--- config.mk ---
export PLATFORM = sky130hd
export DESIGN_NAME = lcd_init
export DESIGN_NICKNAME = d
export VERILOG_FILES = /design/src/rtl/lcd_init_pkg.sv /design/src/rtl/lcd_init_strobe.sv /design/src/rtl/lcd_init.sv
export SDC_FILE = /design/constraint.sdc
export NUM_CORES = 1
export LEC_CHECK = 0
export CAP_MARGIN = 20
export CORE_ASPECT_RATIO = 0.9
export CORE_MARGIN = 5
export CORE_UTILIZATION = 55
export CTS_BUF_LIST = sky130_fd_sc_hd__clkbuf_8
export CTS_CLUSTER_DIAMETER = 30
export DETAILED_ROUTE_END_ITERATION = 10
export GPL_ROUTABILITY_DRIVEN = 0
export GPL_TIMING_DRIVEN = 0
export HOLD_SLACK_MARGIN = 0.06
export PLACE_DENSITY = 0.77
export SETUP_SLACK_MARGIN = 0.1
export SYNTH_ARGS = -nofsm -noshare
export SYNTH_HDL_FRONTEND = slang
export SYNTH_SLANG_ARGS = --single-unit
--- constraint.sdc ---
create_clock -name CLK -period 4.23 [get_ports CLK]
set_input_delay 0.846 -clock CLK [delete_from_list [all_inputs] [get_ports CLK]]
set_output_delay 0.846 -clock CLK [all_outputs]
set_load 0.02 [all_outputs]
--- src/rtl/lcd_init_pkg.sv ---
// Shared constants for the LCD power-on initialisation sequencer:
// phase lengths, enable-strobe timing, state codes and the command table.
package lcd_init_pkg;

  localparam int unsigned CNT_W = 20;
  typedef logic [CNT_W-1:0] cnt_t;

  localparam cnt_t PWR_CYC    = 20'd750000;
  localparam cnt_t INIT1_CYC  = 20'd205000;
  localparam cnt_t INIT2_CYC  = 20'd5000;
  localparam cnt_t NIB_CYC    = 20'd2000;
  localparam cnt_t CMD_HI_CYC = 20'd50;
  localparam cnt_t CLR_LO_CYC = 20'd82000;

  localparam cnt_t E_SETUP = 20'd2;
  localparam cnt_t E_WIDTH = 20'd12;

  typedef logic [2:0] state_t;
  localparam state_t ST_WAIT_PWR = 3'd0;
  localparam state_t ST_INIT_NIB = 3'd1;
  localparam state_t ST_CMD_HI   = 3'd2;
  localparam state_t ST_CMD_LO   = 3'd3;
  localparam state_t ST_DONE     = 3'd4;

  // Function Set, Entry Mode, Display On, Clear -- sent in this order.
  function automatic logic [7:0] cmd_byte(input logic [1:0] idx);
    logic [7:0] b;
    case (idx)
      2'd0:    b = 8'h28;
      2'd1:    b = 8'h06;
      2'd2:    b = 8'h0C;
      default: b = 8'h01;
    endcase
    return b;
  endfunction

endpackage

--- src/rtl/lcd_init_strobe.sv ---
// Enable-strobe timing inside one nibble-write phase, derived from the
// phase counter: setup cycles with E low, then a fixed-width E pulse.
module lcd_init_strobe
  import lcd_init_pkg::*;
(
  input  logic [CNT_W-1:0] cnt,
  input  logic             active,
  output logic             e
);

  always_comb begin
    e = active && (cnt >= E_SETUP) && (cnt < (E_SETUP + E_WIDTH));
  end

endmodule

--- src/rtl/lcd_init.sv ---
// LCD 4-bit interface power-on initialisation sequencer: power-on wait,
// four reset nibbles, four configuration commands, then a sticky done.
module lcd_init
  import lcd_init_pkg::*;
#(
  parameter cnt_t PWR_LEN    = PWR_CYC,
  parameter cnt_t INIT1_LEN  = INIT1_CYC,
  parameter cnt_t INIT2_LEN  = INIT2_CYC,
  parameter cnt_t NIB_LEN    = NIB_CYC,
  parameter cnt_t CMD_HI_LEN = CMD_HI_CYC,
  parameter cnt_t CLR_LO_LEN = CLR_LO_CYC
) (
  input  logic       CLK,
  input  logic       RST_N,
  output logic [3:0] init_D,
  output logic       init_E,
  output logic       init_RS,
  output logic       init_RW,
  output logic       init_done
);

  state_t     state_q, state_d;
  logic [1:0] idx_q, idx_d;
  cnt_t       cnt_q, cnt_d;

  cnt_t       phase_len;
  logic       last_cyc;
  logic [7:0] cmd_w;
  logic       nib_active;
  logic       strobe_e;

  always_comb begin
    cmd_w = cmd_byte(idx_q);
    case (state_q)
      ST_WAIT_PWR: phase_len = PWR_LEN;
      ST_INIT_NIB: phase_len = (idx_q == 2'd0) ? INIT1_LEN :
                               (idx_q == 2'd1) ? INIT2_LEN : NIB_LEN;
      ST_CMD_HI:   phase_len = CMD_HI_LEN;
      ST_CMD_LO:   phase_len = (idx_q == 2'd3) ? CLR_LO_LEN : NIB_LEN;
      default:     phase_len = '0;
    endcase
    last_cyc = (state_q != ST_DONE) && (cnt_q == (phase_len - 20'd1));
  end

  always_comb begin
    state_d = state_q;
    idx_d   = idx_q;
    cnt_d   = (state_q == ST_DONE) ? cnt_q : cnt_q + 20'd1;
    if (last_cyc) begin
      cnt_d = '0;
      case (state_q)
        ST_WAIT_PWR: begin
          state_d = ST_INIT_NIB;
          idx_d   = '0;
        end
        ST_INIT_NIB: begin
          if (idx_q == 2'd3) begin
            state_d = ST_CMD_HI;
            idx_d   = '0;
          end else begin
            idx_d = idx_q + 2'd1;
          end
        end
        ST_CMD_HI: state_d = ST_CMD_LO;
        ST_CMD_LO: begin
          if (idx_q == 2'd3) begin
            state_d = ST_DONE;
          end else begin
            state_d = ST_CMD_HI;
            idx_d   = idx_q + 2'd1;
          end
        end
        default: state_d = ST_DONE;
      endcase
    end
  end

  always_ff @(posedge CLK or negedge RST_N) begin
    if (!RST_N) begin
      state_q <= ST_WAIT_PWR;
      idx_q   <= '0;
      cnt_q   <= '0;
    end else begin
      state_q <= state_d;
      idx_q   <= idx_d;
      cnt_q   <= cnt_d;
    end
  end

  assign nib_active = (state_q == ST_INIT_NIB) || (state_q == ST_CMD_HI) ||
                      (state_q == ST_CMD_LO);

  lcd_init_strobe u_strobe (
    .cnt    (cnt_q),
    .active (nib_active),
    .e      (strobe_e)
  );

  // Outputs decode registered state only, so reset clears them without a clock.
  always_comb begin
    case (state_q)
      ST_INIT_NIB: init_D = (idx_q == 2'd3) ? 4'h2 : 4'h3;
      ST_CMD_HI:   init_D = cmd_w[7:4];
      ST_CMD_LO:   init_D = cmd_w[3:0];
      default:     init_D = '0;
    endcase
    init_E    = strobe_e;
    init_RS   = 1'b0;
    init_RW   = 1'b0;
    init_done = (state_q == ST_DONE);
  end

endmodule

==> metrics.txt, run 1 <==
total inserted antenna cells=0; RSZ-0062 raised after global routing=no; Avg Cell Area, Syn=8.17 um^2; Resize count post-CTS=0; maximum capacitance violations=0; Area contributors post-synth=sky130_fd_sc_hd__dfrtp_1 (32%), sky130_fd_sc_hd__nor2_1 (7.0%), sky130_fd_sc_hd__xnor2_1 (6.2%); average via count per standard cell=5.87; setup TNS=0 ps; Initial DRC Count=146; cell taking the most area after synthesis=sky130_fd_sc_hd__dfrtp_1; clock network fraction of total power=0.361; Fin. Hold Viols=0; fin nets=267; CP endpoint kind=register; number of hold buffers added after cts=0; crit-path most repeated cell=sky130_fd_sc_hd__buf_2; critical path cell sequence=buf_2, nor2b_1, nand2_1, ha_1, xor2_1, o2111ai_1, a211oi_1, and3_1, nand3_1, nor4_4, buf_2, nor2_1; Tot GR Track Use=0.206; first-pass iteration count of the detailed router=4; worst clock skew on the final layout=4.32 ps; net switching fraction of the power=0.209; Max-Slew Margin vs Limit=0.534; gr ovfl total=0; beginning of the worst register-to-register path=state_q[2]; Non-Filler Instances=300; total via count after detailed routing=1762; number of different library cells in the post-synthesis netlist=51; WS Path Type=register to register; routed wire length=4500 um; maximum clock rate=0.283 GHz; hold-critical path depth=1; min-delay worst type=register to register; Min Clock Period, post-route=3540 ps; number of antenna violations at the first check in global routing=0; Switch Pwr=0.0000819 W; overall die area=4910 um^2; share of the clock period used by the worst path after layout=0.836; largest stage delay on the critical path=550 ps; first-pass GRT wire length=7830 um; sequential share of power=0.610; IO Count=10; Floorplan Core Area=3430 um^2; internal power of the cells=0.000309 W; Synth-to-Final Area Change=10.2%; cell chosen for the clock root=sky130_fd_sc_hd__clkbuf_8; logic gate share of total power=0.029; number of levels the H-tree was split into=1; hold_sp=idx_q[0]; routed wirelength normalized by instance count=15.0 um; number of post-CTS setup repair buffers=0; placed cell count=295; vertical extent of the die=67.0 um; cell with the largest stage delay on the worst path=sky130_fd_sc_hd__nor4_4; count of final setup violators=0; residual DRC count=0; number of flip-flops and latches in the synthesized netlist=25; Req. time, crit path=4390 ps; area occupied by multi-input gates=1240 um^2; clock sinks=25; top cell type's share of synthesized area=0.315; maximum number of pins on one net before global-route repair=26; via count of the first global-routing pass=1624; residual antenna-violating net count after detailed routing=0; hpwl dp=3390 um; CTS Buffer Depth=2; clock-pin slew on the worst setup and hold paths=80 ps; WP data arrival=3690 ps; transition time at the pin with the least slew margin=694 ps; fraction of layout instances using a drive strength above 1=0.0820; Inserted Clock Buffers=3; power density over cell area=179 nW/um^2; worst setup path startpoint=state_q[2]; cell count after synthesis=243; startpoint type of the worst setup path=register; Leakage Power=0.901 nW; insertion delay to the later sink of the worst-skew pair=270 ps; Reg area=626 um^2; reg2reg path depth=12; cell area after synthesis=1980 um^2; Synth warnings=0; largest driver fanout on the critical path=10; sequential cell area fraction in the yosys report=0.315; initial cell density of the core=0.579; largest vdd supply drop=0.188 mV; Max Slew Vio Count=0; DIE WIDTH=73.3 um; run status=completed; placement row count=20; Fill cells=289; IO Port Bufs=7; TritonCTS clock tree=done
routing by layer:
layer,wire length (um),up-vias,part of all wire,track usage
met2,2050,47,0.46,0.321
met5,0,-,0,0
li1,-,874,-,-
met3,305,9,0.068,0.0437
met1,2080,832,0.46,0.290
met4,64,0,0.014,0.0475
cell type report:
class / instances / area share
Inverter: 8 / 0.0137
Sequential cell: 25 / 0.286
Multi-Input combinational cell: 193 / 0.569
Tap cell: 44 / 0.0252
Clock buffer: 3 / 0.0189
Clock inverter: 1 / 0.00229
Timing Repair Buffer: 8 / 0.0446
Buffer: 18 / 0.0400
worst paths after layout:
| check | end | slack, ps |
|---|---|---|
| min in group asynchronous | cnt_q[17] | 820 |
| hold / removal | idx_q[0] | 580 |
| max in group asynchronous | idx_q[1] | 3000 |
| setup reg to reg | cnt_q[6] | 690 |
| setup / recovery | cnt_q[6] | 690 |
| hold reg to reg | idx_q[0] | 580 |
stage by stage:
step	total power, W	instance area (um^2)	util	worst slack (ps)	hold WS, ps
2_1_floorplan	0.000247	1990	-	1300	512
3_3_place_gp	0.000252	2110	0.616	739	569
3_5_place_dp	0.000252	2110	0.616	763	569
4_1_cts	0.000392	2160	0.630	732	586
5_1_grt	0.000409	2190	0.638	387	630
6_report	0.000391	2190	0.638	693	583
cell families after synthesis:
logic type / share of synthesized area
AND/OR/NAND/NOR: 0.325
adder cells (fa/ha/maj): 0.0504
XOR/XNOR: 0.110
AO/OA/AOI/OAI: 0.122
multiplexers: 0.0151
other: 0.00189
flip-flops: 0.315
buffers and inverters: 0.0593
synth_stat cells, drive strengths merged:
cell type	number
o22ai	1
nand4b	1
nand4	8
o311ai	1
mux2i	3
a211o	1
o2111ai	1
a221oi	1
clkinv	1
xor2	11
o31ai	5
nor3b	4
a21o	1
or4	2
nor2	37
nor3	5
nand3	15
nand3b	1
o21ai	8
or4b	1
o211ai	3
nor2b	6
conb	1
or3b	1
nor4b	1
a211oi	2
dfrtp	25
o21ba	1
a21oi	7
a21boi	1
and3	7
o21a	1
or3	1
nand2	14
inv	7
xnor2	14
or2	1
and4	3
nor4	6
a311oi	1
nand2b	5
a31oi	1
ha	8
clkbuf	9
buf	9
sequential cells by signal, indices dropped and copies added, names as in the netlist:
register  cells
idx_q         2
cnt_q        20
state_q       3
worst max-delay path, delay by kind of cell, from the launching register on:
family / cells / cell delay [ps]
xor+xnor: 1 / 180
flops: 1 / 440
fa+ha+maj: 1 / 310
simple gates: 6 / 1500
compound gates: 2 / 420
buf+inv: 2 / 550
power by group through the flow:
stage / combinational, W / sequential [W] / clock [W]
2_1_floorplan: 0.00000296 / 0.000244 / 0
3_3_place_gp: 0.00000855 / 0.000244 / 0
3_5_place_dp: 0.00000867 / 0.000244 / 0
4_1_cts: 0.00000869 / 0.000239 / 0.000145
5_1_grt: 0.0000128 / 0.000239 / 0.000158
6_report: 0.0000114 / 0.000239 / 0.000141
placed cells by master (no fill, tap or decap), types with 3 or more instances in the layout:
master / synthesis / routed
sky130_fd_sc_hd__xnor2_1: 14 / 14
sky130_fd_sc_hd__nor2b_1: 6 / 6
sky130_fd_sc_hd__nor3_1: 5 / 5
sky130_fd_sc_hd__clkbuf_8: 0 / 3
sky130_fd_sc_hd__nand4_1: 8 / 8
sky130_fd_sc_hd__nor4_1: 5 / 5
sky130_fd_sc_hd__mux2i_1: 3 / 3
sky130_fd_sc_hd__a21oi_1: 7 / 7
sky130_fd_sc_hd__nand2_1: 14 / 14
sky130_fd_sc_hd__o31ai_1: 5 / 5
sky130_fd_sc_hd__clkbuf_1: 9 / 9
sky130_fd_sc_hd__o21ai_0: 7 / 7
sky130_fd_sc_hd__clkdlybuf4s50_1: 0 / 7
sky130_fd_sc_hd__inv_1: 7 / 7
sky130_fd_sc_hd__dfrtp_1: 25 / 25
sky130_fd_sc_hd__o211ai_1: 3 / 3
sky130_fd_sc_hd__buf_4: 4 / 4
sky130_fd_sc_hd__nand2b_1: 5 / 5
sky130_fd_sc_hd__buf_2: 4 / 4
sky130_fd_sc_hd__xor2_1: 11 / 11
sky130_fd_sc_hd__and3_1: 7 / 7
sky130_fd_sc_hd__and4_1: 3 / 3
sky130_fd_sc_hd__ha_1: 8 / 8
sky130_fd_sc_hd__nand3_1: 15 / 15
sky130_fd_sc_hd__nor3b_1: 3 / 3
sky130_fd_sc_hd__nor2_1: 37 / 37
Note: power is estimated with default switching activity, not from simulation.
==> inputs of run 2 (changes only) <==
PLACE_DENSITY = 0.8   (was 0.77)
clock period = 3 ns   (was 4.23 ns; I/O delays follow)
==> metrics.txt, run 2 (synthesized netlist as in run 1, its figures left out) <==
Tot GR Track Use=0.228 (was 0.206); CP endpoint kind=register (unchanged); first-pass iteration count of the detailed router=4 (unchanged); total inserted antenna cells=0 (unchanged); transition time at the pin with the least slew margin=608 ps (was 694 ps); fin nets=281 (was 267); routed wire length=5110 um (was 4500 um); average via count per standard cell=6.01 (was 5.87); largest register by flop count=cnt_q (unchanged); hold-critical path depth=2 (was 1); Initial DRC Count=157 (was 146); RSZ-0062 raised after global routing=yes (was no); logic gate share of total power=0.026 (was 0.029); Synth-to-Final Area Change=22.7% (was 10.2%); fraction of layout instances using a drive strength above 1=0.204 (was 0.0820); worst-case register-to-register setup slack=80 ps (was 690 ps); Req. time, crit path=3160 ps (was 4390 ps); leading cell types in the layout, fill and taps excluded=sky130_fd_sc_hd__nor2_1 (35), sky130_fd_sc_hd__dfrtp_1 (23), sky130_fd_sc_hd__buf_4 (19) (was sky130_fd_sc_hd__nor2_1 (37), sky130_fd_sc_hd__dfrtp_1 (25), sky130_fd_sc_hd__nand3_1 (15)); residual DRC count=0 (unchanged); routed wirelength normalized by instance count=16.3 um (was 15.0 um); WP data arrival=3080 ps (was 3690 ps); largest vdd supply drop=0.276 mV (was 0.188 mV); biggest regs=cnt_q (20), state_q (3), idx_q (2) (unchanged); total via count after detailed routing=1887 (was 1762); cell chosen for the clock root=sky130_fd_sc_hd__clkbuf_8 (unchanged); vertical extent of the die=67.0 um (unchanged); TritonCTS clock tree=done (unchanged); post-route core utilization=0.710 (was 0.638); min-delay worst type=register to register (unchanged); maximum number of pins on one net before global-route repair=26 (unchanged); Min Clock Period, post-route=2920 ps (was 3540 ps); first-pass GRT wire length=8540 um (was 7830 um); internal power of the cells=0.000433 W (was 0.000309 W); gr ovfl total=0 (unchanged); maximum capacitance violations=0 (unchanged); hpwl dp=3400 um (was 3390 um); power density over cell area=224 nW/um^2 (was 179 nW/um^2); Switch Pwr=0.000112 W (was 0.0000819 W); most common cell after layout, fill and taps aside=sky130_fd_sc_hd__nor2_1 (unchanged); worst clock skew on the final layout=5.99 ps (was 4.32 ps); clock sinks=25 (unchanged); clock-pin slew on the worst setup and hold paths=90 ps (was 80 ps); Floorplan Core Area=3430 um^2 (unchanged); startpoint type of the worst setup path=register (unchanged); number of levels the H-tree was split into=1 (unchanged); total power draw=0.000545 W (was 0.000391 W); Max Slew Vio Count=0 (unchanged); Fin. Hold Viols=0 (unchanged); WS Path Type=register to register (unchanged); Inserted Clock Buffers=3 (unchanged); DIE WIDTH=73.3 um (unchanged); number of flip-flops under the largest register name=20 (unchanged); worst hold endpoint=cnt_q[19] (was idx_q[0]); number of hold buffers added after cts=0 (unchanged); sequential share of power=0.617 (was 0.610); capturing point of the worst reg2reg path=cnt_q[1] (was cnt_q[6]); largest driver fanout on the critical path=10 (unchanged); Max-Slew Margin vs Limit=0.593 (was 0.534); IO Port Bufs=7 (unchanged); maximum clock rate=0.343 GHz (was 0.283 GHz); overall die area=4910 um^2 (unchanged); CTS Buffer Depth=2 (unchanged); placement row count=20 (unchanged); reg2reg path depth=10 (was 12); residual antenna-violating net count after detailed routing=0 (unchanged); number of antenna violations at the first check in global routing=0 (unchanged); insertion delay to the later sink of the worst-skew pair=270 ps (about the same); initial cell density of the core=0.579 (unchanged); share of the clock period used by the worst path after layout=0.972 (was 0.836); net switching fraction of the power=0.206 (was 0.209); count of final setup violators=0 (unchanged); IO Count=10 (unchanged); beginning of the worst register-to-register path=state_q[2] (unchanged); via count of the first global-routing pass=1783 (was 1624); run status=completed (unchanged); Leakage Power=0.993 nW (was 0.901 nW); hold_sp=cnt_q[19] (was idx_q[0]); clock network fraction of total power=0.357 (was 0.361)
[run 2: cell types whose count changed in the layout (fill, tap and decap cells not counted), moves of 2 or more]
cell,change
sky130_fd_sc_hd__clkbuf_4,+2
sky130_fd_sc_hd__buf_2,-4
sky130_fd_sc_hd__ha_1,-3
sky130_fd_sc_hd__nor2_1,-2
sky130_fd_sc_hd__dfrtp_1,-2
sky130_fd_sc_hd__ha_4,+3
sky130_fd_sc_hd__inv_2,+3
sky130_fd_sc_hd__buf_4,+15
sky130_fd_sc_hd__inv_1,-2
sky130_fd_sc_hd__nand2_1,-2
sky130_fd_sc_hd__dfrtp_2,+2
[run 2: area by class of cell]
type / instances / area, um^2
clock inverters: 1 / 3.75
flip-flops and latches: 25 / 628
plain buffers: 18 / 101
fillers: 245 / 993
multi-input cells: 193 / 1390
repair buffers: 22 / 189
well taps: 44 / 55.1
inverters: 8 / 30.0
clock buffers: 3 / 41.3
[run 2: routing by layer]
| layer | wire length, um | track usage |
|---|---|---|
| met1 | 2220 | 0.299 |
| met3 | 403 | 0.0513 |
| met5 | 0 | 0 |
| met4 | 54 | 0.0769 |
| met2 | 2430 | 0.367 |
[run 2: metrics by stage]
stage	instances	hold WS [ps]	area, um^2	TNS [ps]	setup slack (ps)
finish	314	620	2430	0	84.4
detailed placement	295	576	2120	-8370	-521
floorplan	244	304	1990	0	117
global route	314	655	2430	0	8.13
global placement	295	574	2120	-7460	-495
CTS	308	626	2310	0	81.4
[run 2: repair_timing]
| action | 4_1_cts | 5_1_grt |
|---|---|---|
| setup buffers | 9 | 5 |
| resized for setup | 18 | 19 |
| hold endpoints to repair | 0 | 0 |
| pin swaps | 5 | 11 |
| setup endpoints to repair | 24 | 24 |
[run 2: worst max-delay path, cell delays in order (launching register included)]
cell and delay (ps):
sky130_fd_sc_hd__dfrtp_2 480, sky130_fd_sc_hd__clkbuf_4 230, sky130_fd_sc_hd__nor2b_4 160, sky130_fd_sc_hd__nand2_4 70, sky130_fd_sc_hd__ha_4 190, sky130_fd_sc_hd__xnor2_4 130, sky130_fd_sc_hd__xnor2_1 130, sky130_fd_sc_hd__or4_1 480
sky130_fd_sc_hd__or4_4 610, sky130_fd_sc_hd__and3_4 180, sky130_fd_sc_hd__a21o_1 150
[run 2: worst max path at each step]
stage | start | end | slack, ps | depth (start not counted)
after floorplan | state_q[2] | cnt_q[1] | 120 | 11
after global placement | state_q[2] | cnt_q[6] | -500 | 12
after detailed placement | state_q[2] | cnt_q[8] | -520 | 12
after CTS | idx_q[0] | cnt_q[1] | 80 | 10
after global routing | state_q[2] | cnt_q[1] | 8 | 10
final | state_q[2] | cnt_q[1] | 80 | 10
[run 2: power by group through the flow]
stage	clock, W	sequential [W]	combinational [W]
6_report	0.000195	0.000337	0.0000140
3_5_place_dp	0	0.000343	0.0000123
5_1_grt	0.000220	0.000337	0.0000160
2_1_floorplan	0	0.000343	0.00000417
4_1_cts	0.000202	0.000337	0.0000122
3_3_place_gp	0	0.000343	0.0000120
==> inputs of run 3 (changes only) <==
--- a/config.mk
+++ b/config.mk
@@ -12,4 +12,5 @@
 export CTS_BUF_LIST = sky130_fd_sc_hd__clkbuf_8
 export CTS_CLUSTER_DIAMETER = 30
+export CTS_CLUSTER_SIZE = 28
 export DETAILED_ROUTE_END_ITERATION = 10
 export GPL_ROUTABILITY_DRIVEN = 0
==> constraint.sdc (replaced) <==
create_clock -name CLK -period 3 [get_ports CLK]
set_input_delay 0.45 -clock CLK [delete_from_list [all_inputs] [get_ports CLK]]
set_output_delay 0.45 -clock CLK [all_outputs]
set_load 0.02 [all_outputs]
==> metrics.txt, run 3 (synthesized netlist as in run 1, its figures left out) <==
share of the clock period used by the worst path after layout=0.969 (was 0.972); largest register by flop count=cnt_q (unchanged); Switch Pwr=0.000116 W (was 0.000112 W); IO Port Bufs=7 (unchanged); logic gate share of total power=0.026 (about the same); beginning of the worst register-to-register path=idx_q[0] (was state_q[2]); number of levels the H-tree was split into=1 (unchanged); initial cell density of the core=0.579 (unchanged); net switching fraction of the power=0.211 (was 0.206); residual DRC count=0 (unchanged); Leakage Power=0.987 nW (was 0.993 nW); first-pass GRT wire length=8600 um (was 8540 um); sequential share of power=0.613 (was 0.617); Synth-to-Final Area Change=22.3% (was 22.7%); worst clock skew on the final layout=3.56 ps (was 5.99 ps); transition time at the pin with the least slew margin=618 ps (was 608 ps); worst-case register-to-register setup slack=90 ps (was 80 ps); maximum capacitance violations=0 (unchanged); fin nets=280 (was 281); CTS Buffer Depth=2 (unchanged); number of flip-flops under the largest register name=20 (unchanged); TritonCTS clock tree=done (unchanged); total power draw=0.000549 W (was 0.000545 W); Max Slew Vio Count=0 (unchanged); min-delay worst type=input port to asynchronous set/reset pin (was register to register); clock sinks=25 (unchanged); biggest regs=cnt_q (20), state_q (3), idx_q (2) (unchanged); RSZ-0062 raised after global routing=yes (unchanged); vertical extent of the die=67.0 um (unchanged); Non-Filler Instances=313 (was 314); Max-Slew Margin vs Limit=0.587 (was 0.593); WS Path Type=register to register (unchanged); reg2reg path depth=11 (was 10); residual antenna-violating net count after detailed routing=0 (unchanged); average via count per standard cell=6.04 (was 6.01); DIE WIDTH=73.3 um (unchanged); IO Count=10 (unchanged); Initial DRC Count=152 (was 157); first-pass iteration count of the detailed router=4 (unchanged); number of antenna violations at the first check in global routing=0 (unchanged); WP data arrival=3070 ps (was 3080 ps); insertion delay to the later sink of the worst-skew pair=270 ps (about the same); Tot GR Track Use=0.229 (was 0.228); maximum number of pins on one net before global-route repair=26 (unchanged); post-route core utilization=0.708 (was 0.710); clock-pin slew on the worst setup and hold paths=90 ps (about the same); maximum clock rate=0.344 GHz (was 0.343 GHz); gr ovfl total=0 (unchanged); via count of the first global-routing pass=1806 (was 1783); total inserted antenna cells=0 (unchanged); Fin. Hold Viols=0 (unchanged); placed cell count=295 (unchanged); fraction of layout instances using a drive strength above 1=0.197 (was 0.204); Fill cells=246 (was 245); count of final setup violators=0 (unchanged); clock network fraction of total power=0.361 (was 0.357); Inserted Clock Buffers=3 (unchanged); most common cell after layout, fill and taps aside=sky130_fd_sc_hd__nor2_1 (unchanged); routed wirelength normalized by instance count=16.5 um (was 16.3 um); Req. time, crit path=3170 ps (was 3160 ps); startpoint type of the worst setup path=register (unchanged); largest vdd supply drop=0.283 mV (was 0.276 mV); capturing point of the worst reg2reg path=cnt_q[1] (unchanged); leading cell types in the layout, fill and taps excluded=sky130_fd_sc_hd__nor2_1 (35), sky130_fd_sc_hd__dfrtp_1 (23), sky130_fd_sc_hd__buf_4 (17) (was sky130_fd_sc_hd__nor2_1 (35), sky130_fd_sc_hd__dfrtp_1 (23), sky130_fd_sc_hd__buf_4 (19)); hpwl dp=3400 um (unchanged); largest driver fanout on the critical path=6 (was 10); Floorplan Core Area=3430 um^2 (unchanged); internal power of the cells=0.000433 W (about the same); run status=completed (unchanged); cell chosen for the clock root=sky130_fd_sc_hd__clkbuf_8 (unchanged); overall die area=4910 um^2 (unchanged); number of hold buffers added after cts=0 (unchanged); CP endpoint kind=register (unchanged); placement row count=20 (unchanged); routed wire length=5170 um (was 5110 um); total via count after detailed routing=1891 (was 1887); Min Clock Period, post-route=2910 ps (was 2920 ps); power density over cell area=226 nW/um^2 (was 224 nW/um^2)
## run 3: cell count changes in the layout (fill, tap and decap cells not counted)
cell and delta:
sky130_fd_sc_hd__buf_6 +1, sky130_fd_sc_hd__inv_2 -1, sky130_fd_sc_hd__buf_2 +2, sky130_fd_sc_hd__clkdlybuf4s50_1 +1, sky130_fd_sc_hd__clkbuf_4 -2, sky130_fd_sc_hd__inv_1 +1, sky130_fd_sc_hd__buf_4 -2, sky130_fd_sc_hd__dlygate4sd2_1 -1
## run 3: layout make-up
class                      instances  area [um^2]  area share
clock buffer                       3         41.3      0.0170
buffer                            18          100      0.0412
timing repair buffer              21          183      0.0753
inverter                           8         30.0      0.0124
tap                               44         55.1      0.0227
clock inverter                     1         3.75     0.00155
multi-input combinational        193         1390       0.571
sequential                        25          628       0.259
## run 3: stage by stage
| stage | hold WS [ps] | area [um^2] | worst slack [ps] | TNS (ps) |
|---|---|---|---|---|
| final | 558 | 2430 | 92.8 | 0 |
| after detailed placement | 576 | 2120 | -521 | -8370 |
| after global placement | 574 | 2120 | -495 | -7460 |
| after floorplan | 154 | 1990 | 117 | 0 |
| after CTS | 626 | 2340 | 114 | 0 |
| after global routing | 610 | 2430 | 21.5 | 0 |
## run 3: critical path, stage by stage, from the launching register on
cell and delay, ps:
sky130_fd_sc_hd__dfrtp_2 460, sky130_fd_sc_hd__inv_2 90, sky130_fd_sc_hd__ha_4 140, sky130_fd_sc_hd__o21ba_4 170, sky130_fd_sc_hd__nand2_4 60, sky130_fd_sc_hd__ha_4 190, sky130_fd_sc_hd__xnor2_4 130, sky130_fd_sc_hd__xnor2_1 130
sky130_fd_sc_hd__or4_1 480, sky130_fd_sc_hd__or4_4 610, sky130_fd_sc_hd__and3_4 180, sky130_fd_sc_hd__a21o_1 150
## run 3: metal layers
metal | routed length (um) | GRT usage | part of all wire
met1 | 2360 | 0.298 | 0.46
met5 | 0 | 0 | 0
met3 | 285 | 0.0513 | 0.055
met2 | 2440 | 0.371 | 0.47
met4 | 75 | 0.0792 | 0.015
## run 3: timing repair
item | CTS | global route
resized for setup | 21 | 12
pin swaps | 7 | 8
setup endpoints to repair | 24 | 24
setup buffers | 9 | 4
## run 3: worst max path at each step
stage,startpoint,end,slack (ps),depth (start not counted)
final,idx_q[0],cnt_q[1],90,11
after global routing,idx_q[0],cnt_q[1],20,11
after CTS,idx_q[0],cnt_q[1],110,10
after detailed placement,state_q[2],cnt_q[8],-520,12
after global placement,state_q[2],cnt_q[6],-500,12
after floorplan,state_q[2],cnt_q[1],120,11
## run 3: power groups by stage
stage                     clock network (W)   logic (W)  registers [W]
after floorplan                           0  0.00000417       0.000343
after global placement                    0   0.0000120       0.000343
after detailed placement                  0   0.0000123       0.000343
after CTS                          0.000202   0.0000122       0.000337
after global routing               0.000220   0.0000160       0.000337
final                              0.000198   0.0000142       0.000337
